<file path="src/rtl/cpu_pkg.sv">
// Shared types and constants for the instruction fetch path.
package cpu_pkg;

  localparam int INST_WIDTH = 32;
  localparam logic [31:0] PC_INCR = 32'd4;

  typedef enum logic [1:0] {
    FETCH_IDLE  = 2'd0,
    FETCH_BUSY  = 2'd1,
    FETCH_WRITE = 2'd2
  } fetch_state_t;

  typedef logic [1:0] fault_cause_t;

  localparam fault_cause_t FETCH_FAULT_NONE        = 2'b00;
  localparam fault_cause_t FETCH_FAULT_MISALIGNED  = 2'b01;
  localparam fault_cause_t FETCH_FAULT_BUS_TIMEOUT = 2'b10;

  // Instructions are word aligned; any set low bit is a fault.
  function automatic logic addr_misaligned(input logic [1:0] low_bits);
    return low_bits != 2'b00;
  endfunction

endpackage

</file>
<file path="src/rtl/cpu_fetch_timeout.sv">
// Counts BUSY cycles without a bus acknowledge and flags expiry.
module cpu_fetch_timeout #(
  parameter int TIMEOUT_CYCLES = 255
) (
  input  logic clk,
  input  logic rst,
  input  logic clear,
  input  logic enable,
  output logic expired
);

  generate
    if (TIMEOUT_CYCLES == 0) begin : g_off
      logic unused_inputs;
      assign unused_inputs = ^{clk, rst, clear, enable};
      assign expired = 1'b0;
    end else begin : g_on
      localparam int CW = $clog2(TIMEOUT_CYCLES + 1);
      localparam logic [CW-1:0] LIMIT = CW'(TIMEOUT_CYCLES - 1);

      logic [CW-1:0] count_reg;

      always_ff @(posedge clk or posedge rst) begin
        if (rst) begin
          count_reg <= '0;
        end else if (clear) begin
          count_reg <= '0;
        end else if (enable) begin
          count_reg <= count_reg + CW'(1);
        end
      end

      // Expiry is only meaningful on a cycle that would otherwise keep waiting.
      assign expired = enable && (count_reg == LIMIT);
    end
  endgenerate

endmodule

</file>
<file path="src/rtl/cpu_fetch_unit.sv">
// Instruction fetch: owns the PC, runs one bus read per start, loads the IR.
module cpu_fetch_unit
  import cpu_pkg::*;
#(
  parameter logic [31:0] RESET_PC       = 32'h0000_0000,
  parameter int          TIMEOUT_CYCLES = 255
) (
  input  logic                  clk,
  input  logic                  rst,
  input  logic                  start,
  input  logic                  pc_wr,
  input  logic [31:0]           pc_in,
  output logic [31:0]           pc,
  output logic [31:0]           inst_pc,
  output logic [31:0]           mem_addr,
  output logic                  mem_rd,
  input  logic                  mem_ack,
  input  logic [INST_WIDTH-1:0] mem_data,
  output logic [INST_WIDTH-1:0] ir_data,
  output logic                  ir_wr,
  output logic                  done,
  output logic                  fault,
  output logic [1:0]            fault_cause
);

  fetch_state_t state_reg, state_next;

  logic [31:0] ea;
  logic        ea_misaligned;
  logic        in_idle;
  logic        in_busy;
  logic        accept;
  logic        tmo_enable;
  logic        tmo_expired;

  assign in_idle       = (state_reg == FETCH_IDLE);
  assign in_busy       = (state_reg == FETCH_BUSY);
  assign ea            = pc_wr ? pc_in : pc;
  assign ea_misaligned = addr_misaligned(ea[1:0]);
  assign accept        = in_idle && start && !ea_misaligned;
  assign tmo_enable    = in_busy && !mem_ack;

  cpu_fetch_timeout #(
    .TIMEOUT_CYCLES(TIMEOUT_CYCLES)
  ) u_timeout (
    .clk    (clk),
    .rst    (rst),
    .clear  (accept),
    .enable (tmo_enable),
    .expired(tmo_expired)
  );

  always_ff @(posedge clk or posedge rst) begin
    if (rst) begin
      state_reg <= FETCH_IDLE;
    end else begin
      state_reg <= state_next;
    end
  end

  always_comb begin
    state_next = state_reg;
    unique case (state_reg)
      FETCH_IDLE: begin
        if (accept) state_next = FETCH_BUSY;
      end
      FETCH_BUSY: begin
        if (mem_ack)          state_next = FETCH_WRITE;
        else if (tmo_expired) state_next = FETCH_IDLE;
      end
      FETCH_WRITE: state_next = FETCH_IDLE;
      default:     state_next = FETCH_IDLE;
    endcase
  end

  // Bus request and IR strobe come straight from state, so reset drops them at once.
  always_comb begin
    mem_rd = 1'b0;
    ir_wr  = 1'b0;
    done   = 1'b0;
    unique case (state_reg)
      FETCH_BUSY:  mem_rd = 1'b1;
      FETCH_WRITE: begin
        ir_wr = 1'b1;
        done  = 1'b1;
      end
      default: ;
    endcase
  end

  assign mem_addr = pc;

  always_ff @(posedge clk or posedge rst) begin
    if (rst) begin
      pc          <= RESET_PC;
      inst_pc     <= RESET_PC;
      ir_data     <= '0;
      fault_cause <= FETCH_FAULT_NONE;
      fault       <= 1'b0;
    end else begin
      fault <= 1'b0;
      if (in_idle) begin
        if (start) begin
          pc <= ea;
          if (ea_misaligned) begin
            fault_cause <= FETCH_FAULT_MISALIGNED;
            fault       <= 1'b1;
          end else begin
            fault_cause <= FETCH_FAULT_NONE;
          end
        end else if (pc_wr) begin
          pc <= pc_in;
        end
      end else if (in_busy) begin
        // An ack on the expiry cycle still completes the fetch.
        if (mem_ack) begin
          ir_data <= mem_data;
          inst_pc <= pc;
          pc      <= pc + PC_INCR;
        end else if (tmo_expired) begin
          fault_cause <= FETCH_FAULT_BUS_TIMEOUT;
          fault       <= 1'b1;
        end
      end
    end
  end

endmodule

</file>
<file path="config.mk">
export PLATFORM = sky130hd
export DESIGN_NAME = cpu_fetch_unit
export DESIGN_NICKNAME = d
export VERILOG_FILES = /design/src/rtl/cpu_pkg.sv /design/src/rtl/cpu_fetch_timeout.sv /design/src/rtl/cpu_fetch_unit.sv
export SDC_FILE = /design/constraint.sdc
export NUM_CORES = 1
export LEC_CHECK = 0
export BUFFER_PORTS_ARGS = -buffer_cell sky130_fd_sc_hd__clkbuf_2
export CORE_MARGIN = 4
export CORE_UTILIZATION = 30
export DETAILED_ROUTE_END_ITERATION = 10
export GPL_ROUTABILITY_DRIVEN = 1
export PLACE_DENSITY = 0.66
export SYNTH_ARGS = -nofsm -noshare
export SYNTH_HDL_FRONTEND = slang
export SYNTH_HIERARCHICAL = 1
export SYNTH_SLANG_ARGS = --single-unit
</file>
<file path="constraint.sdc">
create_clock -name clk -period 4.1 [get_ports clk]
set_input_delay 0.615 -clock clk [delete_from_list [all_inputs] [get_ports clk]]
set_output_delay 0.615 -clock clk [all_outputs]
set_load 0.1 [all_outputs]
</file>
==> results of run 1 <==
[worst max-delay path, delay by kind of cell, from the launching register on]
kind | cells | cell delay [ns]
flip-flops | 1 | 0.43
AND/OR/NAND/NOR | 2 | 1.29
AO/OA/AOI/OAI | 2 | 0.41
[worst paths after layout]
| kind | cells past startpoint | startpoint | endpoint |
|---|---|---|---|
| setup / recovery | 4 | state_reg[0]$_DFFE_PP0P_ | mem_addr[15]$_DFFE_PP0P_ |
| hold / removal | 2 | rst | u_timeout/g_on.count_reg[2]$_DFFE_PP0P_ |
| setup reg to reg | 4 | state_reg[0]$_DFFE_PP0P_ | mem_addr[15]$_DFFE_PP0P_ |
| hold reg to reg | 2 | ir_data[0]$_DFFE_PP0P_ | ir_data[0]$_DFFE_PP0P_ |
| max in group asynchronous | 3 | rst | mem_addr[21]$_DFFE_PP0P_ |
| min in group clk | 3 | mem_data[26] | ir_data[26]$_DFFE_PP0P_ |
[synth_stat cells, types with 2 or more instances]
cell type	instances	area share, %
nand2_1	239	17
dfrtp_1	109	52
buf_4	33	4.7
nor2_1	25	1.8
clkbuf_1	20	1.4
nand3_1	20	1.9
o21ai_0	20	1.9
a21oi_1	19	1.8
nand4_1	14	1.7
buf_2	8	0.76
o211ai_1	8	1.1
a22oi_1	7	1.0
o311ai_0	7	1.2
a31oi_1	6	0.72
inv_1	6	0.43
or3_1	6	0.72
and3_1	5	0.60
a211oi_1	3	0.43
ha_1	3	0.72
nor2b_1	3	0.36
o311ai_1	3	0.50
xor2_1	3	0.50
a221o_1	2	0.38
and4_1	2	0.33
mux2i_1	2	0.38
nand3_2	2	0.38
nand4_4	2	0.81
nor2_2	2	0.24
nor3_1	2	0.19
nor4_1	2	0.24
nor4_4	2	0.81
or2_2	2	0.24
[layer usage]
layer  up-vias  routed length [µm]
met5         -                   0
met4         0                 334
met3        22                 916
met2       159                7370
met1      2239                6990
li1       2299                   -
[kinds of logic after synthesis]
family	after synthesis	synth area share, %
buffers and inverters	70	7.73
adder cells (fa/ha/maj)	3	0.716
AO/OA/AOI/OAI	82	10.2
XOR/XNOR	4	0.668
multiplexers	2	0.382
AND/OR/NAND/NOR	333	28.3
flip-flops	109	52.0
[layout make-up]
| class | instances | area, µm² | area share, % |
|---|---|---|---|
| inverter | 7 | 28.8 | 0.444 |
| timing repair buffer | 207 | 1050 | 16.2 |
| tap | 225 | 282 | 4.34 |
| clock buffer | 9 | 225 | 3.47 |
| clock inverter | 7 | 60.1 | 0.926 |
| sequential | 109 | 2730 | 42.0 |
| multi-input combinational | 424 | 2120 | 32.6 |
[cells in the final DEF, fill, tap and decap left out, types with 6 or more instances in the layout]
master / synthesis / routed
or3_1: 6 / 6
a22oi_1: 7 / 7
nor2_1: 25 / 24
o311ai_0: 7 / 7
o21ai_0: 20 / 20
nand2_1: 239 / 238
dfrtp_1: 109 / 109
a21oi_1: 19 / 19
nand3_1: 20 / 20
clkbuf_16: 0 / 9
a31oi_1: 6 / 6
clkbuf_2: 1 / 202
nand4_1: 14 / 14
o211ai_1: 8 / 8
[stage by stage]
step | instances | hold slack, ns | utilization, % | cell area (µm²) | setup WS (ns)
2_1_floorplan | 603 | 0.431 | - | 5250 | 0.838
3_3_place_gp | 972 | 0.457 | 36.0 | 6200 | 1.79
3_5_place_dp | 972 | 0.461 | 36.0 | 6200 | 1.77
4_1_cts | 988 | 0.219 | 37.6 | 6490 | 1.83
5_1_grt | 988 | 0.243 | 37.6 | 6490 | 1.62
6_report | 988 | 0.221 | 37.6 | 6490 | 1.82
==> results.md, run 1 <==
- Chip width: between 100 and 150 µm
- Seq/Total Area, Yosys: ~52%
- Initial cell density of the core: 30.4%
- Clock latency on the worst-skew pair: approximately 0.36 ns
- Synthesis-to-finish area growth: 23.7%
- CORE AREA: between 0.015 and 0.02 mm²
- Worst-margin pin slew: ~1.0 ns
- Syn Nets: between 600 and 700
- # setup viols final: 0
- # port buffers: 202
- Met1 Use GR: about 22%
- Vias/cell: 4.78
- Status: finished clean
- Max H-tree Level: 3
- TritonCTS buffer count: 9
- Async S/R FF share, synth: 100%
- Iter 0 DRT Violations: around 260
- Worst-path clk slew: about 0.080 ns
- GR Overflow Total: 0
- GRT Util Overall: roughly 16%
- GR Layer Usage met3: under 10%
- Post-Route WL: roughly 16 mm
- Post-DRT Antenna Nets: 0
- Number of synthesized flops with an enable pin: 0
- Largest stage delay, worst path: 0.82 ns
- Post-synth top flop: dfrtp_1
- WS Path Type: flip-flop to flip-flop
- CTS Hold Buffers Added: 0
- Yosys warning total: 6
- Initial antenna violation count: 0
- I/O Pins: ~200
- Synth Instances: 603
- CP max-delay cell: nor2_2
- Hold violation total from the final report: 0
- Critical path arrival: between 2 and 2.5 ns
- Most frequent CP cell: o311ai_0
- GR Util met2: approximately a quarter
- Grt peak-use layer: met2
- Reported max-cap violation count: 0
- Number of global-route vias before repair: 4581
- Critical Path Source Type: flip-flop
- DR DRC count: 0
- Layout Nets: between 800 and 900
- Minimum clock period: 2.28 ns
- Critical Path RT: 4.31 ns
- Root buffer cell: clkbuf_16
- Largest net degree at the start of global routing: between 70 and 80
- Setup TNS: 0 ns
- RSZ-0062 raised after global routing: no
- Clk buf depth: 2
- Post-DP HPWL: around 11 mm
- Die height: between 100 and 150 µm
- Site Rows: 48
- Period utilization: between 50% and 60%
- First-pass GRT wire length: between 20 and 30 mm
- Post-CTS Setup Inserts: 0
- Max FO, Critical Path: 27
- Total via count in the routed design: roughly 4700
- Slew margin rel.: about 31%
- Filler cells: between 1500 and 2000
- Cell area after synthesis: 0.00525 mm²
- Fmax: about 0.44 GHz
- Diode count: 0
- First-pass DRT Iterations: 6
- WL per Instance: around 16 µm
- Share of post-route cells with drive strength above 1: 31.6%
- Post-cts resize count: 0
- Max Transition Viols Final: 0
- Post-synth cell types: 48
- Worst setup EP type: flip-flop
- Gpl congestion: a little over 0.8
- Clock sink total: about 110
- CTS tree: yes
- Clk_skew: about 0.0079 ns
- Worst reg-to-reg setup slack: approximately 1.8 ns
- Die area: around 0.020 mm²
- Post-Syn Area per Cell: 8.70 µm²
- Worst hold path type: primary input to asynchronous set/reset pin
- Critical-path cell list: nor2_2 > nand2_1 > o311ai_0 > o311ai_0
- Flops & latches, synth: around 110
Power of run 1 is left out: the tool's default activity adds up to more than one toggle a clock period on the data nets, which glitch-free logic cannot reach.
==> run 2: changes to the inputs <==
--- a/config.mk
+++ b/config.mk
@@ -10,7 +10,7 @@
 export CORE_UTILIZATION = 30
 export DETAILED_ROUTE_END_ITERATION = 10
 export GPL_ROUTABILITY_DRIVEN = 1
-export PLACE_DENSITY = 0.66
+export PLACE_DENSITY = 0.68
 export SYNTH_ARGS = -nofsm -noshare
 export SYNTH_HDL_FRONTEND = slang
 export SYNTH_HIERARCHICAL = 1
==> constraint.sdc (replaced) <==
create_clock -name clk -period 1.97 [get_ports clk]
set_input_delay 0.2955 -clock clk [delete_from_list [all_inputs] [get_ports clk]]
set_output_delay 0.2955 -clock clk [all_outputs]
set_load 0.1 [all_outputs]
==> results.md, run 2 (synthesized netlist as in run 1, its figures left out) <==
- Share of post-route cells with drive strength above 1: 36.1% (was 31.6%)
- Chip width: 140 µm (unchanged)
- Setup ws final: 0.179 ns (was 1.82 ns)
- Clk buf depth: 2 (unchanged)
- Diode count: 0 (unchanged)
- Initial cell density of the core: 30.4% (unchanged)
- WL per Instance: 15.5 µm (was 15.8 µm)
- CTS tree: yes (unchanged)
- Initial antenna violation count: 1 (was 0)
- Iter 0 DRT Violations: 215 (was 255)
- Clock latency on the worst-skew pair: 0.36 ns (about the same)
- Layout Nets: 851 (was 830)
- Worst setup EP type: flip-flop (unchanged)
- Largest stage delay, worst path: 0.44 ns (was 0.82 ns)
- Post-DRT Antenna Nets: 0 (unchanged)
- # setup viols final: 0 (unchanged)
- Vias/cell: 4.72 (was 4.78)
- CP max-delay cell: dfrtp_2 (was nor2_2)
- Total via count in the routed design: 4761 (was 4719)
- Hold violation total from the final report: 0 (unchanged)
- # port buffers: 202 (unchanged)
- Post-DP HPWL: 11.4 mm (was 11.0 mm)
- DR DRC count: 0 (unchanged)
- Met1 Use GR: 21.1% (was 21.5%)
- Worst-margin pin slew: 0.572 ns (was 1.03 ns)
- First-pass DRT Iterations: 4 (was 6)
- Worst hold path type: primary input to flip-flop (was primary input to asynchronous set/reset pin)
- Hold path depth: 3
- Most frequent cells in the layout: nand2_1 (238), clkbuf_2 (202), dfrtp_1 (89), nor2_1 (24), buf_4 (21) (was nand2_1 (238), clkbuf_2 (202), dfrtp_1 (109), nor2_1 (24))
- GR Util met2: 26.8% (was 25.3%)
- Max Transition Viols Final: 0 (unchanged)
- First-pass GRT wire length: 25.5 mm (was 25.2 mm)
- Post-Route WL: 15.6 mm (about the same)
- Critical Path RT: 2.26 ns (was 4.31 ns)
- Die height: 140 µm (unchanged)
- Core Util, Final: 39.1% (was 37.6%)
- GR Overflow Total: 0 (unchanged)
- Critical-path cell list: nand4_1 > buf_4 > nor4_4 > buf_4 > nand4_1 > or3_1 > nand3_1 (was nor2_2 > nand2_1 > o311ai_0 > o311ai_0)
- Critical Path Source Type: flip-flop (unchanged)
- Clk_skew: 0.00846 ns (was 0.00786 ns)
- Gpl congestion: 0.775 (was 0.813)
- RSZ-0062 raised after global routing: no (unchanged)
- Grt peak-use layer: met2 (unchanged)
- Max FO, Critical Path: 8 (was 27)
- Largest net degree at the start of global routing: 58 (was 76)
- Period utilization: 90.9% (was 55.6%)
- Status: finished clean (unchanged)
- Number of global-route vias before repair: 4756 (was 4581)
- Root buffer cell: clkbuf_16 (unchanged)
- I/O Pins: 203 (unchanged)
- Pre-CTS setup slack: 0.158 ns (was 1.77 ns)
- Site Rows: 48 (unchanged)
- GRT Util Overall: 16.1% (was 15.9%)
- CORE AREA: 0.0172 mm² (unchanged)
- Critical path arrival: 2.08 ns (was 2.49 ns)
- Setup TNS: 0 ns (unchanged)
- Synthesis-to-finish area growth: 28.5% (was 23.7%)
- Worst-path clk slew: 0.07 ns (was 0.08 ns)
- Worst Reg-to-Reg Cells: 7 (was 4)
- TritonCTS buffer count: 9 (unchanged)
- Reported max-cap violation count: 0 (unchanged)
- Slew margin rel.: 62.0% (was 30.9%)
- Clock sink total: 109 (unchanged)
- WS Path Type: flip-flop to flip-flop (unchanged)
- Max H-tree Level: 3 (unchanged)
- Area of the multi-input gates: 0.00214 mm² (was 0.00212 mm²)
- Fmax: 0.558 GHz (was 0.438 GHz)
- Die area: 0.0197 mm² (unchanged)
- GR Layer Usage met3: 3.62% (was 2.87%)
- Register area: 0.00275 mm² (was 0.00273 mm²)
- Filler cells: 1761 (was 1783)
- Minimum clock period: 1.79 ns (was 2.28 ns)
- Commonest non-fill, non-tap cell in the layout: nand2_1 (unchanged)
run 2: path summary, 6_finish.rpt:
kind | startpoint | to | slack, ns
worst max-delay path | mem_addr[16]$_DFFE_PP0P_ | mem_addr[31]$_DFFE_PP0P_ | 0.18
worst min-delay path | mem_data[1] | ir_data[1]$_DFFE_PP0P_ | 0.13
worst max register to register | mem_addr[16]$_DFFE_PP0P_ | mem_addr[31]$_DFFE_PP0P_ | 0.18
worst min register to register | ir_data[23]$_DFFE_PP0P_ | ir_data[23]$_DFFE_PP0P_ | 0.48
max in group asynchronous | rst | mem_addr[9]$_DFFE_PP0P_ | 0.89
min in group asynchronous | rst | fault_cause[1]$_DFFE_PP0P_ | 0.41
run 2: metal layers:
metal	wire length [µm]	vias up
met5	8	-
met4	189	2
met1	6840	2250
li1	-	2346
met2	7640	150
met3	949	13
run 2: per-stage QoR:
| stage | instances | instance area (µm²) | hold slack (ns) |
|---|---|---|---|
| after global placement | 989 | 6430 | 0.249 |
| after CTS | 1006 | 6710 | 0.114 |
| final | 1009 | 6740 | 0.126 |
| after global routing | 1009 | 6740 | 0.134 |
| after detailed placement | 989 | 6430 | 0.250 |
| after floorplan | 603 | 5310 | 0.111 |
run 2: cell type report:
cell class / instances / area share (%)
Tap cell: 225 / 4.18
Sequential cell: 109 / 40.8
Timing Repair Buffer: 228 / 18.7
Inverter: 7 / 0.446
Multi-Input combinational cell: 424 / 31.8
Clock inverter: 4 / 0.371
Clock buffer: 12 / 3.66
run 2: what timing repair did:
action,4_1_cts,5_1_grt
setup buffers,0,3
gates resized for setup,0,1
hold buffers,1,0
endpoints found under the setup margin,0,4
hold endpoints to repair,14,0
run 2: worst max-delay path: cells and delay by family (launching register included):
| kind | cells | cell delay, ns |
|---|---|---|
| AND/OR/NAND/NOR | 5 | 0.92 |
| buffers and inverters | 2 | 0.37 |
| flip-flops | 1 | 0.44 |
Power of run 2 is left out for the same reason.
==> run 3: changes to the inputs <==
--- a/config.mk
+++ b/config.mk
@@ -8,6 +8,7 @@
 export BUFFER_PORTS_ARGS = -buffer_cell sky130_fd_sc_hd__clkbuf_2
 export CORE_MARGIN = 4
 export CORE_UTILIZATION = 30
+export CTS_BUF_LIST = sky130_fd_sc_hd__clkbuf_2 sky130_fd_sc_hd__clkbuf_4 sky130_fd_sc_hd__clkbuf_8
 export DETAILED_ROUTE_END_ITERATION = 10
 export GPL_ROUTABILITY_DRIVEN = 1
 export PLACE_DENSITY = 0.68
==> results.md, run 3 (synthesized netlist as in run 1, its figures left out) <==
- Status: finished clean (unchanged)
- WHS: 0.0889 ns (was 0.126 ns)
- Max FO, Critical Path: 8 (unchanged)
- Area of the multi-input gates: 0.00215 mm² (was 0.00214 mm²)
- Hold path depth: 3 (unchanged)
- CTS tree: yes (unchanged)
- Gpl congestion: 0.775 (unchanged)
- Post-DRT Antenna Nets: 0 (unchanged)
- WS Path Type: flip-flop to flip-flop (unchanged)
- Fmax: 0.535 GHz (was 0.558 GHz)
- Chip width: 140 µm (unchanged)
- Critical Path RT: 2.30 ns (was 2.26 ns)
- Initial cell density of the core: 30.4% (unchanged)
- Critical Path Source Type: flip-flop (unchanged)
- Register area: 0.00275 mm² (unchanged)
- Synthesis-to-finish area growth: 26.8% (was 28.5%)
- Period utilization: 94.9% (was 90.9%)
- Die height: 140 µm (unchanged)
- CORE AREA: 0.0172 mm² (unchanged)
- First-pass DRT Iterations: 4 (unchanged)
- First-pass GRT wire length: 25.4 mm (was 25.5 mm)
- Hold violation total from the final report: 0 (unchanged)
- TritonCTS buffer count: 9 (unchanged)
- Site Rows: 48 (unchanged)
- Post-DP HPWL: 11.4 mm (unchanged)
- GRT Util Overall: 16.1% (about the same)
- Max layer used: met5 (unchanged)
- Clock latency on the worst-skew pair: 0.39 ns (was 0.36 ns)
- Routed length on met1: 6.74 mm (was 6.84 mm)
- Root buffer cell: clkbuf_8 (was clkbuf_16)
- Die area: 0.0197 mm² (unchanged)
- WL per Instance: 15.5 µm (about the same)
- Share of post-route cells with drive strength above 1: 36.5% (was 36.1%)
- Largest net degree at the start of global routing: 58 (unchanged)
- Most frequent cells in the layout: nand2_1 (238), clkbuf_2 (202), dfrtp_1 (89), nor2_1 (24), buf_4 (21) (unchanged)
- Worst-margin pin slew: 0.572 ns (about the same)
- Commonest non-fill, non-tap cell in the layout: nand2_1 (unchanged)
- # setup viols final: 0 (unchanged)
- Post-Layout Cell Count: 1009 (unchanged)
- Filler cells: 1768 (was 1761)
- # port buffers: 202 (unchanged)
- Worst Reg-to-Reg Cells: 6 (was 7)
- Clock sink total: 109 (unchanged)
- Max H-tree Level: 3 (unchanged)
- Reported max-cap violation count: 0 (unchanged)
- Diode count: 0 (unchanged)
- Max Transition Viols Final: 0 (unchanged)
- GR Overflow Total: 0 (unchanged)
- Number of global-route vias before repair: 4772 (was 4756)
- Minimum clock period: 1.87 ns (was 1.79 ns)
- I/O Pins: 203 (unchanged)
- DR DRC count: 0 (unchanged)
- Clk buf depth: 2 (unchanged)
- Worst setup EP type: flip-flop (unchanged)
- Iter 0 DRT Violations: 257 (was 215)
- Vias/cell: 4.72 (unchanged)
- Slew margin rel.: 62.0% (about the same)
- Critical path arrival: 2.20 ns (was 2.08 ns)
- Worst hold path type: primary input to flip-flop (unchanged)
- Post-Route WL: 15.6 mm (about the same)
- Total via count in the routed design: 4761 (unchanged)
- Met2 routed WL: 7.70 mm (was 7.64 mm)
- Layout Nets: 851 (unchanged)
- Wire length on met3: 906 µm (was 949 µm)
- Clk_skew: 0.0145 ns (was 0.00846 ns)
- Placed cell count: 989 (unchanged)
- Initial antenna violation count: 1 (unchanged)
- Worst-path clk slew: 0.11 ns (was 0.07 ns)
==> run 3: repair_timing <==
| item | 4_1_cts | 5_1_grt |
|---|---|---|
| endpoints found under the hold margin | 14 | 0 |
| hold buffers | 1 | 0 |
| gates resized for setup | 0 | 3 |
| setup buffers | 0 | 3 |
| endpoints found under the setup margin | 0 | 4 |
==> run 3: final timing paths <==
path / start / slack (ns) / end
worst max-delay path: mem_addr[16]$_DFFE_PP0P_ / 0.10 / mem_addr[31]$_DFFE_PP0P_
worst min-delay path: mem_data[13] / 0.09 / ir_data[13]$_DFFE_PP0P_
worst max register to register: mem_addr[16]$_DFFE_PP0P_ / 0.10 / mem_addr[31]$_DFFE_PP0P_
worst min register to register: ir_data[23]$_DFFE_PP0P_ / 0.48 / ir_data[23]$_DFFE_PP0P_
max in group asynchronous: rst / 0.92 / mem_addr[9]$_DFFE_PP0P_
min in group asynchronous: rst / 0.38 / fault_cause[1]$_DFFE_PP0P_
==> run 3: per-stage QoR <==
stage	utilization [%]	area, µm²	TNS, ns	setup slack [ns]
after floorplan	-	5310	-21.49	-0.450
after detailed placement	37.3	6430	0	0.158
after CTS	38.4	6620	0	0.114
final	38.6	6650	0	0.100
after global routing	38.6	6650	-0.0288	-0.0181
after global placement	37.3	6430	0	0.189
==> run 3: area by class of cell <==
| type | count | share of cell area [%] |
|---|---|---|
| inverter | 7 | 0.451 |
| sequential | 109 | 41.4 |
| multi-input combinational | 424 | 32.3 |
| timing repair buffer | 228 | 18.9 |
| tap | 225 | 4.23 |
| clock inverter | 4 | 0.376 |
| clock buffer | 12 | 2.29 |
==> run 3: routing by layer <==
layer  global-route usage [%]  vias to the layer above
li1                         -                     2342
met1                     21.0                     2258
met4                     5.56                        2
met2                     26.9                      142
met5                        0                        -
met3                     3.11                       17
==> run 3: worst max-delay path: stages (launching register included) <==
cell and delay [ns]:
dfrtp_2 0.45, nand4_1 0.27, nor4_4 0.35, buf_4 0.20, nand4_1 0.13, or3_1 0.33
nand3_1 0.08
Power of run 3 is left out for the same reason.
